<file path="src/rtl/calc_pkg.sv">
// Shared constants and types for the calc 10-bit calculator controller.
package calc_pkg;
  localparam int CALC_W = 10;
  localparam int OP_W   = 5;

  localparam int OP_EQ  = 0;
  localparam int OP_ADD = 1;
  localparam int OP_SUB = 2;
  localparam int OP_MUL = 3;
  localparam int OP_DIV = 4;

  typedef enum logic [3:0] {
    ENTER1  = 4'd0,
    OP_HELD = 4'd1,
    ENTER2  = 4'd2,
    RESULT  = 4'd3
  } state_t;
endpackage

</file>
<file path="src/rtl/calc_alu.sv">
// Combinational calc ALU; the DIV branch exists only when CALC_DIV_EN is defined.
module calc_alu
  import calc_pkg::*;
(
  input  logic [CALC_W-1:0] a,
  input  logic [CALC_W-1:0] b,
  input  logic [OP_W-1:0]   op,
  output logic [CALC_W-1:0] result
);
  always_comb begin
    result = a;
    case (op)
      5'b00010: result = a + b;
      5'b00100: result = a - b;
      5'b01000: result = a * b;
`ifdef CALC_DIV_EN
      5'b10000: result = (b == '0) ? '1 : a / b;
`endif
      default:  result = a;
    endcase
  end
endmodule

</file>
<file path="src/rtl/calc.sv">
// calc: operand/operator sequencing FSM for a 10-bit unsigned calculator.
// Define CALC_DIV_EN to enable the DIV operator on opcode[4].
module calc
  import calc_pkg::*;
(
  input  logic              clk,
  input  logic              clr,
  input  logic [OP_W-1:0]   opcode,
  input  logic [CALC_W-1:0] btn,
  output logic [3:0]        state,
  output logic [3:0]        nextstate,
  output logic [CALC_W-1:0] displayedNum,
  output logic [CALC_W-1:0] val1,
  output logic [CALC_W-1:0] val2,
  output logic [OP_W-1:0]   pressedOp,
  output logic [OP_W-1:0]   prevOp,
  output logic              op_pressed,
  output logic              btn_pressed
);
`ifdef CALC_DIV_EN
  localparam logic [OP_W-1:0] OP_MASK = 5'b11111;
`else
  localparam logic [OP_W-1:0] OP_MASK = 5'b01111;
`endif

  state_t            cur, nxt;
  logic [CALC_W-1:0] btn_q, alu_r;
  logic [OP_W-1:0]   op_q, op_in, win;
  logic              is_eq;

  assign op_in = opcode & OP_MASK;
  // isolate lowest set bit: EQ has highest priority
  assign win   = op_in & (~op_in + 5'd1);
  assign is_eq = win[OP_EQ];

  assign btn_pressed = !clr && (btn != btn_q);
  assign op_pressed  = !clr && (op_in != '0) && (op_q == '0);

  calc_alu u_alu (.a(val1), .b(val2), .op(prevOp), .result(alu_r));

  always_comb begin
    nxt = ENTER1;
    if (!clr) begin
      case (cur)
        ENTER1:  nxt = op_pressed ? (is_eq ? RESULT : OP_HELD) : ENTER1;
        OP_HELD: nxt = (op_in == '0) ? ENTER2 : OP_HELD;
        ENTER2:  nxt = op_pressed ? (is_eq ? RESULT : OP_HELD) : ENTER2;
        RESULT:  nxt = op_pressed ? (is_eq ? RESULT : OP_HELD)
                                  : (btn_pressed ? ENTER1 : RESULT);
        default: nxt = ENTER1;
      endcase
    end
  end

  assign state     = cur;
  assign nextstate = nxt;

  always_ff @(posedge clk) begin
    if (clr) begin
      cur          <= ENTER1;
      btn_q        <= '0;
      op_q         <= '0;
      val1         <= '0;
      val2         <= '0;
      displayedNum <= '0;
      pressedOp    <= '0;
      prevOp       <= '0;
    end else begin
      btn_q <= btn;
      op_q  <= op_in;
      cur   <= nxt;
      // an operator press takes precedence; a simultaneous btn change is dropped
      case (cur)
        ENTER1: begin
          if (op_pressed) begin
            pressedOp    <= win;
            displayedNum <= val1;
            if (!is_eq) prevOp <= win;
          end else if (btn_pressed) begin
            val1         <= btn;
            displayedNum <= btn;
          end
        end
        ENTER2: begin
          if (op_pressed) begin
            pressedOp    <= win;
            val1         <= alu_r;
            displayedNum <= alu_r;
            prevOp       <= is_eq ? '0 : win;
          end else if (btn_pressed) begin
            val2         <= btn;
            displayedNum <= btn;
          end
        end
        RESULT: begin
          if (op_pressed) begin
            pressedOp <= win;
            if (!is_eq) prevOp <= win;
          end else if (btn_pressed) begin
            val1         <= btn;
            val2         <= '0;
            displayedNum <= btn;
          end
        end
        default: ;
      endcase
    end
  end
endmodule

</file>
<file path="config.mk">
export PLATFORM = sky130hd
export DESIGN_NAME = calc
export DESIGN_NICKNAME = d
export VERILOG_FILES = /design/src/rtl/calc_pkg.sv /design/src/rtl/calc_alu.sv /design/src/rtl/calc.sv
export SDC_FILE = /design/constraint.sdc
export NUM_CORES = 1
export LEC_CHECK = 0
export ABC_AREA = 1
export CAP_MARGIN = 20
export CORE_MARGIN = 8
export CORE_UTILIZATION = 57
export CTS_BUF_LIST = sky130_fd_sc_hd__clkbuf_8 sky130_fd_sc_hd__clkbuf_16
export DETAILED_ROUTE_END_ITERATION = 6
export PLACE_DENSITY = 0.82
export SKIP_CTS_REPAIR_TIMING = 1
export SLEW_MARGIN = 40
export SYNTH_ARGS = -nofsm -noshare
export SYNTH_HDL_FRONTEND = slang
export SYNTH_SLANG_ARGS = --single-unit
</file>
<file path="constraint.sdc">
create_clock -name clk -period 5.45 [get_ports clk]
set_input_delay 1.09 -clock clk [delete_from_list [all_inputs] [get_ports clk]]
set_output_delay 1.09 -clock clk [all_outputs]
set_load 0.005 [all_outputs]
</file>
Word level (Yosys, flattened, before mapping)
Cells that the tools add are included.
- register bits: 59
- input bits: 17
- output and inout bits: 50
- logic and storage cells: 75
- $add $sub $neg: 3
- $mul: 1
- eq/ne operators: 16
- mux-type cells: 26
- bitwise logic cells: 2
- reduce and logical (&&, ||, !) cells: 18
- operators by type and width (cell ; count):
    two-way mux 10 bit ; 9
    case mux 10 bit (3 select lines) ; 2
    case mux 10 bit (2 select lines) ; 2
    two-way mux 5 bit ; 4
    case mux 4 bit (4 select lines) ; 1
    inequality test 2 bit, second input constant ; 7
    two-way mux 4 bit ; 3
    adder 10 bit ; 1
    zero test 5 bit ; 2
    multiplier 10 x 10 -> 10 bit ; 1
    inequality test 10 bit ; 1
    case mux 5 bit (2 select lines) ; 1
    subtractor 10 bit ; 1
    == test 4 x 2 -> 1 bit, second input constant ; 2
    two-way mux 2 bit ; 4
    AND reduction 4 bit ; 2
    adder 5 x 1 -> 5 bit, second input constant ; 1
    AND 4 x 5 -> 5 bit ; 1
    == test 5 x 2 -> 1 bit, second input constant ; 1
    == test 5 x 3 -> 1 bit, second input constant ; 1
    == test 5 x 4 -> 1 bit, second input constant ; 1
    inverter 4 -> 5 bit ; 1
    AND reduction 5 bit ; 1
    nonzero test 5 bit ; 1
    10 further kinds ; 15

Logic depth before layout (Yosys ltp)
Gate-level depths: netlist of run 1.
- word-level depth: 7
- mapped depth: 26
- gate-level depth less buffers: 25

By module
A second synthesis of run 1 with hierarchy kept.
- cell total of the unflattened synthesis: 822
- area, all modules: 5277.6 um2
- modules (own cells, without submodules) (module ; instances ; cells each ; area each (um2) ; seq. area each (um2)):
    calc ; 1 ; 419 ; 2798.9 ; 1061.0
    calc_alu ; 1 ; 403 ; 2478.6 ; 0.0

Worst setup path after synthesis of run 1
OpenSTA, ideal clock, no wires.
- kind: register to register
- start point: reg val2[2]
- end point: reg displayedNum[9]
- setup time: 0.119 ns
- arrival: 4.426 ns
- data required time: 5.331 ns
- slack: 0.905 ns
- cell stages (with the launch flop): 20
- buffers on the path: 1
- clock period less this slack: 4.545 ns
- cell sequence: dfxtp_1 -> clkbuf_1 -> nand2_1 -> fa_1 -> fa_1 -> inv_1 -> fa_1 -> fa_1 -> fa_1 -> ha_1 -> a21oi_1 -> o21ai_0 -> a31oi_1 -> nand3_1 -> nand3_1 -> nand3_2 -> nand2_1 -> nand2_1 -> nand2_1 -> a21oi_1
- word-level cells in the longest chain between the ends: 4
- elaborated cells between the ends (all ways): 6
- those cells by class: 2 x add/sub; 1 x mul; 3 x mux
- ends and longest elaborated chain (element ; RTL line ; RTL):
    from (decl) ; calc.sv:14 ; output logic [CALC_W-1:0] val2,
    from (signal assigned) ; calc.sv:91 ; val2 <= btn;
    multiplier 10 x 10 -> 10 bit, or another cell as far along ; calc_alu.sv:15 ; 5'b01000: result = a * b;
    case mux 10 bit (3 select lines) * ; calc_alu.sv:12 ; case (op)
    two-way mux 10 bit * ; calc.sv:85 ; if (op_pressed) begin
    case mux 10 bit (3 select lines) * ; calc.sv:73 ; case (cur)
    to (signal assigned) ; calc.sv:77 ; displayedNum <= val1;
    to (signal assigned) ; calc.sv:88 ; displayedNum <= alu_r;
    to (signal assigned) ; calc.sv:92 ; displayedNum <= btn;
    to (decl) ; calc.sv:12 ; output logic [CALC_W-1:0] displayedNum,
Mark *: on every way between the ends. The rest lies on a longest branch, timed or not.
A chain may end at the register's enable or synchronous reset.

Worst setup path after layout of run 1
- start point: reg val2[3]
- end point: reg displayedNum[9]
The elaborated chain is that of the path after synthesis.

==> results of run 1 <==
==> power breakdown <==
group	leakage, nW	switching, mW	internal [mW]
Combinational	2.52	0.415	0.269
Sequential	0.437	0.0512	0.424
Clock	0.0487	0.139	0.0939
Total	3.01	0.605	0.787
==> synth_stat cells (2+ instances only) <==
| master | count |
|---|---|
| nor3_2 | 2 |
| a21oi_2 | 5 |
| nor2_1 | 59 |
| a31oi_1 | 6 |
| buf_2 | 8 |
| nand2_2 | 5 |
| inv_4 | 2 |
| o21ai_0 | 37 |
| nor3b_1 | 2 |
| xnor2_1 | 2 |
| nor3_1 | 2 |
| o21bai_1 | 2 |
| o221ai_1 | 3 |
| nand4_1 | 5 |
| ha_1 | 39 |
| nand3_2 | 4 |
| nor2_4 | 2 |
| o22ai_1 | 6 |
| buf_6 | 4 |
| o21ai_2 | 2 |
| nand3b_1 | 4 |
| a21oi_1 | 53 |
| inv_1 | 136 |
| xor2_1 | 19 |
| a22oi_1 | 8 |
| nand2_1 | 187 |
| nand2_4 | 2 |
| fa_1 | 23 |
| clkbuf_1 | 10 |
| buf_4 | 10 |
| inv_2 | 7 |
| a221oi_1 | 4 |
| o21ai_1 | 4 |
| nand3_1 | 29 |
| dfxtp_1 | 53 |
| o211ai_1 | 4 |
==> tightest hold or removal path, delay by kind of cell, from the launching register on <==
| kind | cells | cell delay [ns] |
|---|---|---|
| flip-flops | 1 | 0.33 |
| AO/OA/AOI/OAI | 1 | 0.05 |
| AND/OR/NAND/NOR | 1 | 0.06 |
==> area by class of cell <==
cell class / count / area [um^2]
clock buffers: 5 / 68.8
inverters: 145 / 549
repair buffers: 69 / 663
multi-input cells: 535 / 3310
clock inverters: 3 / 26.3
well taps: 108 / 135
flip-flops and latches: 53 / 1060
fillers: 793 / 2860
==> state kept, by name (all words and copies together), names as in the netlist <==
| name | cells |
|---|---|
| state | 2 |
| val1 | 10 |
| val2 | 10 |
| pressedOp | 4 |
| btn_q | 10 |
| op_q | 4 |
| displayedNum | 10 |
| prevOp | 3 |
==> layer usage <==
metal / vias to the layer above / track usage, %
met2: 224 / 38.5
met5: - / 0
met3: 36 / 3.25
li1: 2483 / -
met4: 0 / 9.55
met1: 2351 / 27.1
==> path summary, 6_finish.rpt <==
| kind | from | to | slack, ns |
|---|---|---|---|
| max | val2[3] | displayedNum[9] | 0.53 |
| min | pressedOp[0] | pressedOp[0] | 0.48 |
| max reg2reg | val2[3] | displayedNum[9] | 0.53 |
| min reg2reg | pressedOp[0] | pressedOp[0] | 0.48 |
==> kinds of logic after synthesis <==
kind of cell               count (synthesis)  share of synthesized area [%]
AOI/OAI and AO/OA                        137                           15.9
other                                      1                         0.0735
buffers and inverters                    177                           14.7
adders and majority gates                 62                           18.6
xor gates and xnor gates                  21                           3.61
and+or+nand+nor                          308                           26.4
DFF                                       53                           20.8
==> per-stage QoR <==
stage,cell area (um^2),total power [mW]
floorplan,5120,0.931
global placement,5720,1.14
detailed placement,5720,1.16
CTS,5820,1.39
global route,5820,1.50
finish,5820,1.39
==> layout by cell type, fill, tap and decap left out, types with 5 or more instances in the layout <==
cell             Yosys  final
nor2_1              59     59
a21oi_2              5      5
nand4_1              5      5
buf_4               10     11
o22ai_1              6      6
dfxtp_1             53     53
o21ai_0             37     37
inv_1              136    136
nand2_1            187    187
clkdlybuf4s50_1      0     58
a31oi_1              6      6
clkbuf_8             0      5
nand2_2              5      5
ha_1                39     39
a22oi_1              8      8
xor2_1              19     19
inv_2                7      7
nand3_1             29     29
conb_1               1      7
fa_1                23     23
a21oi_1             53     53
==> metrics.md, run 1 <==
| Metric | Value |
|---|---|
| M1 WL | `5.76 mm` |
| Crit-path max cell delay | `0.60 ns` |
| Critical path arrival | `5.16 ns` |
| Layout cells sized above 1 | `6.91%` |
| Number of buffers and inverters on the critical path | `2` |
| Highest routed layer | `met4` |
| Starting DRC count in detailed routing | `306` |
| Peak VDD IR | `0.000247 V` |
| RSZ-0062 raised after global routing | `false` |
| Post-Syn Area | `5100 um^2` |
| Number of global-route vias before repair | `4887` |
| Clock Path Buffers | `2` |
| Post-synthesis sequential area ratio | `20.8%` |
| Post-synth top area share | `20.8%` |
| Via Count | `5094` |
| Hold Crit Class | `register to register` |
| Reg2reg path depth | `19` |
| Final Setup Violations | `0` |
| Power Dens Cells | `239 nW/um^2` |
| Least-Margin Pin Slew | `0.674 ns` |
| Synth Register Bits | `53` |
| Antenna Cells | `0` |
| Die H | `111 um` |
| Final net count | `888` |
| Status | `finished, final reports clean` |
| Initial antenna violation count | `0` |
| Antenna Nets Post-Route | `0` |
| All-Layer GR Usage | `22.4%` |
| Tmin final | `4.92 ns` |
| Final setup margin | `0.532 ns` |
| Synthesized netlist cell count | `759` |
| Critical Path Stages | `19` |
| Core area | `8680 um^2` |
| Required @ worst endpoint | `5.69 ns` |
| Distinct cell type count of the synthesized netlist | `45` |
| Vias per cell | `5.55` |
| Final Non-Filler Cells | `918` |
| # rows | `34` |
| Global-route wire length before repair | `23.3 mm` |
| Worst Clk Skew | `0.00924 ns` |
| Top delay family on crit path | `adder cells` |
| Crit path cell chain | `nand2_1 > fa_1 > fa_1 > inv_1 > fa_1 > fa_1 > fa_1 > ha_1 > a21oi_1 > o21ai_0 > a31oi_1 > inv_1 > nand2_1 > nand3_1 > nand3_2 > nand2_1 > nand2_1 > nand2_1 > a21oi_1` |
| CTS tree | `built` |
| Final Util | `67.0%` |
| First-pass DRT Iterations | `7` |
| WS Path Type | `register to register` |
| Min-Delay Path Depth | `2` |
| Routed length per placed instance | `15.5 um` |
| Initial Util | `58.8%` |
| Met2 WL | `6.82 mm` |
| Post-synth top flop | `dfxtp_1` |
| Die area | `12200 um^2` |
| Slew Viols, Final | `0` |
| Area added between synthesis and finish | `14.1%` |
| Grt ovf | `0` |
| Relative max-transition margin | `55.0%` |
| Final setup TNS | `0 ns` |
| Final Hold Fails | `0` |
| Largest net degree at the start of global routing | `30` |
| Period utilisation layout | `90.2%` |
| Die width | `111 um` |
| Biggest area consumer among synthesized cells | `dfxtp_1` |
| Post-Route WL | `14.2 mm` |
| Slowest CP cell | `dfxtp_1` |
| CP Capture Type | `register` |
| Worst-path clk slew | `0.10 ns` |
| Port bufs | `58` |
| Max_cap viols | `0` |
| Post-synthesis average cell area | `6.72 um^2` |
| RD Place Congestion | `0.973` |
| # H-tree levels | `2` |
| Worst slack at placement | `0.578 ns` |
| DRC violations left | `0` |
| CTS Root Cell | `clkbuf_8` |
| Top post-synthesis cells by area | `dfxtp_1, nand2_1, inv_1` |
| Hold_ws | `0.482 ns` |
| Yosys warns | `0` |
| CP startpoint kind | `register` |
| Fmax achieved | `0.203 GHz` |
| TritonCTS buffer count | `5` |
| IO Pins | `67` |
| Post-placement cell count | `910` |
| Met3 WL | `1.10 mm` |
| Leakage | `3.01 nW` |
| Worst skew pair latency | `0.31 ns` |
| CTS sink cnt | `53` |
| Post-synth EDFFs | `0` |
| Post-DP HPWL | `11.5 mm` |
| CP max FO | `11` |
| Async SR Flop Fraction | `0%` |
Power figures use the tool's default switching activity.
==> inputs of run 2 (changes only) <==
--- a/config.mk
+++ b/config.mk
@@ -11,7 +11,7 @@
 export CORE_UTILIZATION = 57
 export CTS_BUF_LIST = sky130_fd_sc_hd__clkbuf_8 sky130_fd_sc_hd__clkbuf_16
 export DETAILED_ROUTE_END_ITERATION = 6
-export PLACE_DENSITY = 0.82
+export PLACE_DENSITY = 0.84
 export SKIP_CTS_REPAIR_TIMING = 1
 export SLEW_MARGIN = 40
 export SYNTH_ARGS = -nofsm -noshare
==> metrics.md, run 2 (synthesized netlist as in run 1, its figures left out) <==
| Metric | Value |
|---|---|
| Final Hold Fails | `0 (unchanged)` |
| Worst slack at placement | `0.525 ns (-0.0536 ns)` |
| Global-route wire length before repair | `23.5 mm (+0.56%)` |
| Starting DRC count in detailed routing | `246 (-20%)` |
| Via Count | `4978 (-2.3%)` |
| Required @ worst endpoint | `5.66 ns (-0.03 ns)` |
| Clock Path Buffers | `2 (unchanged)` |
| Number of global-route vias before repair | `4798 (-1.8%)` |
| Leakage | `3.00 nW (-0.18%)` |
| Routed length per placed instance | `15.3 um (-1.0%)` |
| Die width | `111 um (unchanged)` |
| Placed inst area | `5710 um^2 (-0.13%)` |
| Final setup margin | `0.464 ns (-0.0679 ns)` |
| CP startpoint kind | `register` |
| Crit path cell chain | `nand2_1 > fa_1 > inv_1 > fa_1 > ha_1 > fa_1 > inv_1 > fa_1 > inv_1 > ha_1 > nand2_1 > nand2_1 > a21oi_1 > inv_1 > o21ai_0 > nand3_1 > nand2_1 > a21oi_1 > o21ai_0 > inv_1` |
| All-Layer GR Usage | `22.6% (+0.23 points)` |
| IO Pins | `67 (unchanged)` |
| Critical path arrival | `5.19 ns (+0.03 ns)` |
| Internal | `0.787 mW (about the same)` |
| Initial Util | `58.8% (unchanged)` |
| Final Util | `66.9% (-0.087 points)` |
| Post-DP HPWL | `11.6 mm (+0.38%)` |
| Worst skew pair latency | `0.32 ns (about the same)` |
| First-pass DRT Iterations | `5 (-2)` |
| Status | `finished, final reports clean` |
| CTS sink cnt | `53 (unchanged)` |
| Vias per cell | `5.43 (-2.2%)` |
| Worst-path clk slew | `0.11 ns (about the same)` |
| Post-Route WL | `14.1 mm (-1.1%)` |
| Switch share | `43.2% (-0.22 points)` |
| Post-placement cell count | `909 (-0.11%)` |
| Number of buffers and inverters on the critical path | `5 (+3)` |
| Largest net degree at the start of global routing | `30 (unchanged)` |
| Hold_ws | `0.467 ns (-0.0150 ns)` |
| Core area | `8680 um^2 (unchanged)` |
| Cell repeated most along the worst path | `inv_1` |
| Grt ovf | `0 (unchanged)` |
| Finished layout cell area | `5810 um^2 (-0.13%)` |
| Net switching power | `0.599 mW (-1.0%)` |
| Hold Crit Class | `register to register` |
| Die area | `12200 um^2 (unchanged)` |
| Period utilisation layout | `91.5% (+1.2 points)` |
| CP Capture Type | `register` |
| Final setup TNS | `0 ns (unchanged)` |
| Final net count | `887 (-0.11%)` |
| DRC violations left | `0 (unchanged)` |
| Layout cells sized above 1 | `6.80% (-0.12 points)` |
| # H-tree levels | `2 (unchanged)` |
| Antenna Nets Post-Route | `0 (unchanged)` |
| Slowest CP cell | `dfxtp_1` |
| Final Setup Violations | `0 (unchanged)` |
| CP max FO | `13 (+2)` |
| Initial antenna violation count | `0 (unchanged)` |
| Antenna Cells | `0 (unchanged)` |
| TritonCTS buffer count | `5 (unchanged)` |
| # rows | `34 (unchanged)` |
| CTS Root Cell | `clkbuf_8` |
| Peak VDD IR | `0.000233 V (-5.6%)` |
| Port bufs | `58 (unchanged)` |
| Power Dens Cells | `239 nW/um^2 (-0.36%)` |
| Final Power | `1.39 mW (-0.49%)` |
| RD Place Congestion | `0.942 (-3.2%)` |
| Max_cap viols | `0 (unchanged)` |
| Least-Margin Pin Slew | `0.650 ns (-0.0239 ns)` |
| Relative max-transition margin | `56.6% (+1.6 points)` |
| Commonest non-fill, non-tap cell in the layout | `nand2_1` |
| Final Non-Filler Cells | `917 (-0.11%)` |
| Area added between synthesis and finish | `13.9%` |
| Tmin final | `4.99 ns (+0.0679 ns)` |
| Share of power burned in registers | `34.3% (+0.2 points)` |
| CTS tree | `built` |
| Die H | `111 um (unchanged)` |
| Slew Viols, Final | `0 (unchanged)` |
| WS Path Type | `register to register` |
| Commonest non-fill, non-tap cells in the layout | `nand2_1, inv_1, nor2_1, clkdlybuf4s50_1` |
| Comb power frac | `49.0% (-0.2 points)` |
| Fmax achieved | `0.201 GHz (-1.4%)` |
| Crit-path max cell delay | `0.67 ns (+0.07 ns)` |
| Clock power share | `16.7% (about the same)` |
| RSZ-0062 raised after global routing | `false` |
| Worst Clk Skew | `0.0141 ns (+0.00484 ns)` |
| Top delay family on crit path | `adder cells` |
-- run 2: cell count changes in the layout (fill, tap and decap cells not counted), sizes merged --
| cell | previous run | this run |
|---|---|---|
| buf | 11 | 10 |
-- run 2: cell type report --
| class | instances | area [um^2] |
|---|---|---|
| timing repair buffer | 68 | 656 |
| fill | 761 | 2870 |
| sequential | 53 | 1060 |
| tap | 108 | 135 |
| clock buffer | 5 | 68.8 |
| multi-input combinational | 535 | 3310 |
| clock inverter | 3 | 26.3 |
| inverter | 145 | 549 |
-- run 2: power groups by stage --
stage / Combinational [mW] / Sequential [mW] / Clock [mW]
floorplan: 0.465 / 0.466 / 0
global placement: 0.661 / 0.482 / 0
detailed placement: 0.671 / 0.483 / 0
CTS: 0.675 / 0.474 / 0.238
global route: 0.754 / 0.480 / 0.252
finish: 0.678 / 0.476 / 0.232
-- run 2: per-layer routing --
| metal | share of wire [%] | track usage (%) | up-vias |
|---|---|---|---|
| li1 | - | - | 2483 |
| met1 | 40 | 27.0 | 2247 |
| met2 | 47 | 37.8 | 204 |
| met3 | 7.3 | 3.95 | 44 |
| met4 | 5.0 | 12.0 | 0 |
| met5 | 0 | 0 | - |
-- run 2: worst register-to-register path, cell delays in order, from the launching register on --
cell	delay (ns)
dfxtp_1	0.67
nand2_1	0.16
fa_1	0.50
inv_1	0.05
fa_1	0.45
ha_1	0.33
fa_1	0.54
inv_1	0.06
fa_1	0.53
inv_1	0.04
ha_1	0.34
nand2_1	0.12
nand2_1	0.05
a21oi_1	0.12
inv_1	0.06
o21ai_0	0.26
nand3_1	0.18
nand2_1	0.10
a21oi_1	0.06
o21ai_0	0.18
inv_1	0.05
-- run 2: final timing paths --
kind / start / to / slack, ns / cells past startpoint
hold reg to reg: pressedOp[0] / pressedOp[0] / 0.47 / 2
hold / removal: pressedOp[0] / pressedOp[0] / 0.47 / 2
setup reg to reg: val2[1] / displayedNum[8] / 0.46 / 20
setup / recovery: val2[1] / displayedNum[8] / 0.46 / 20
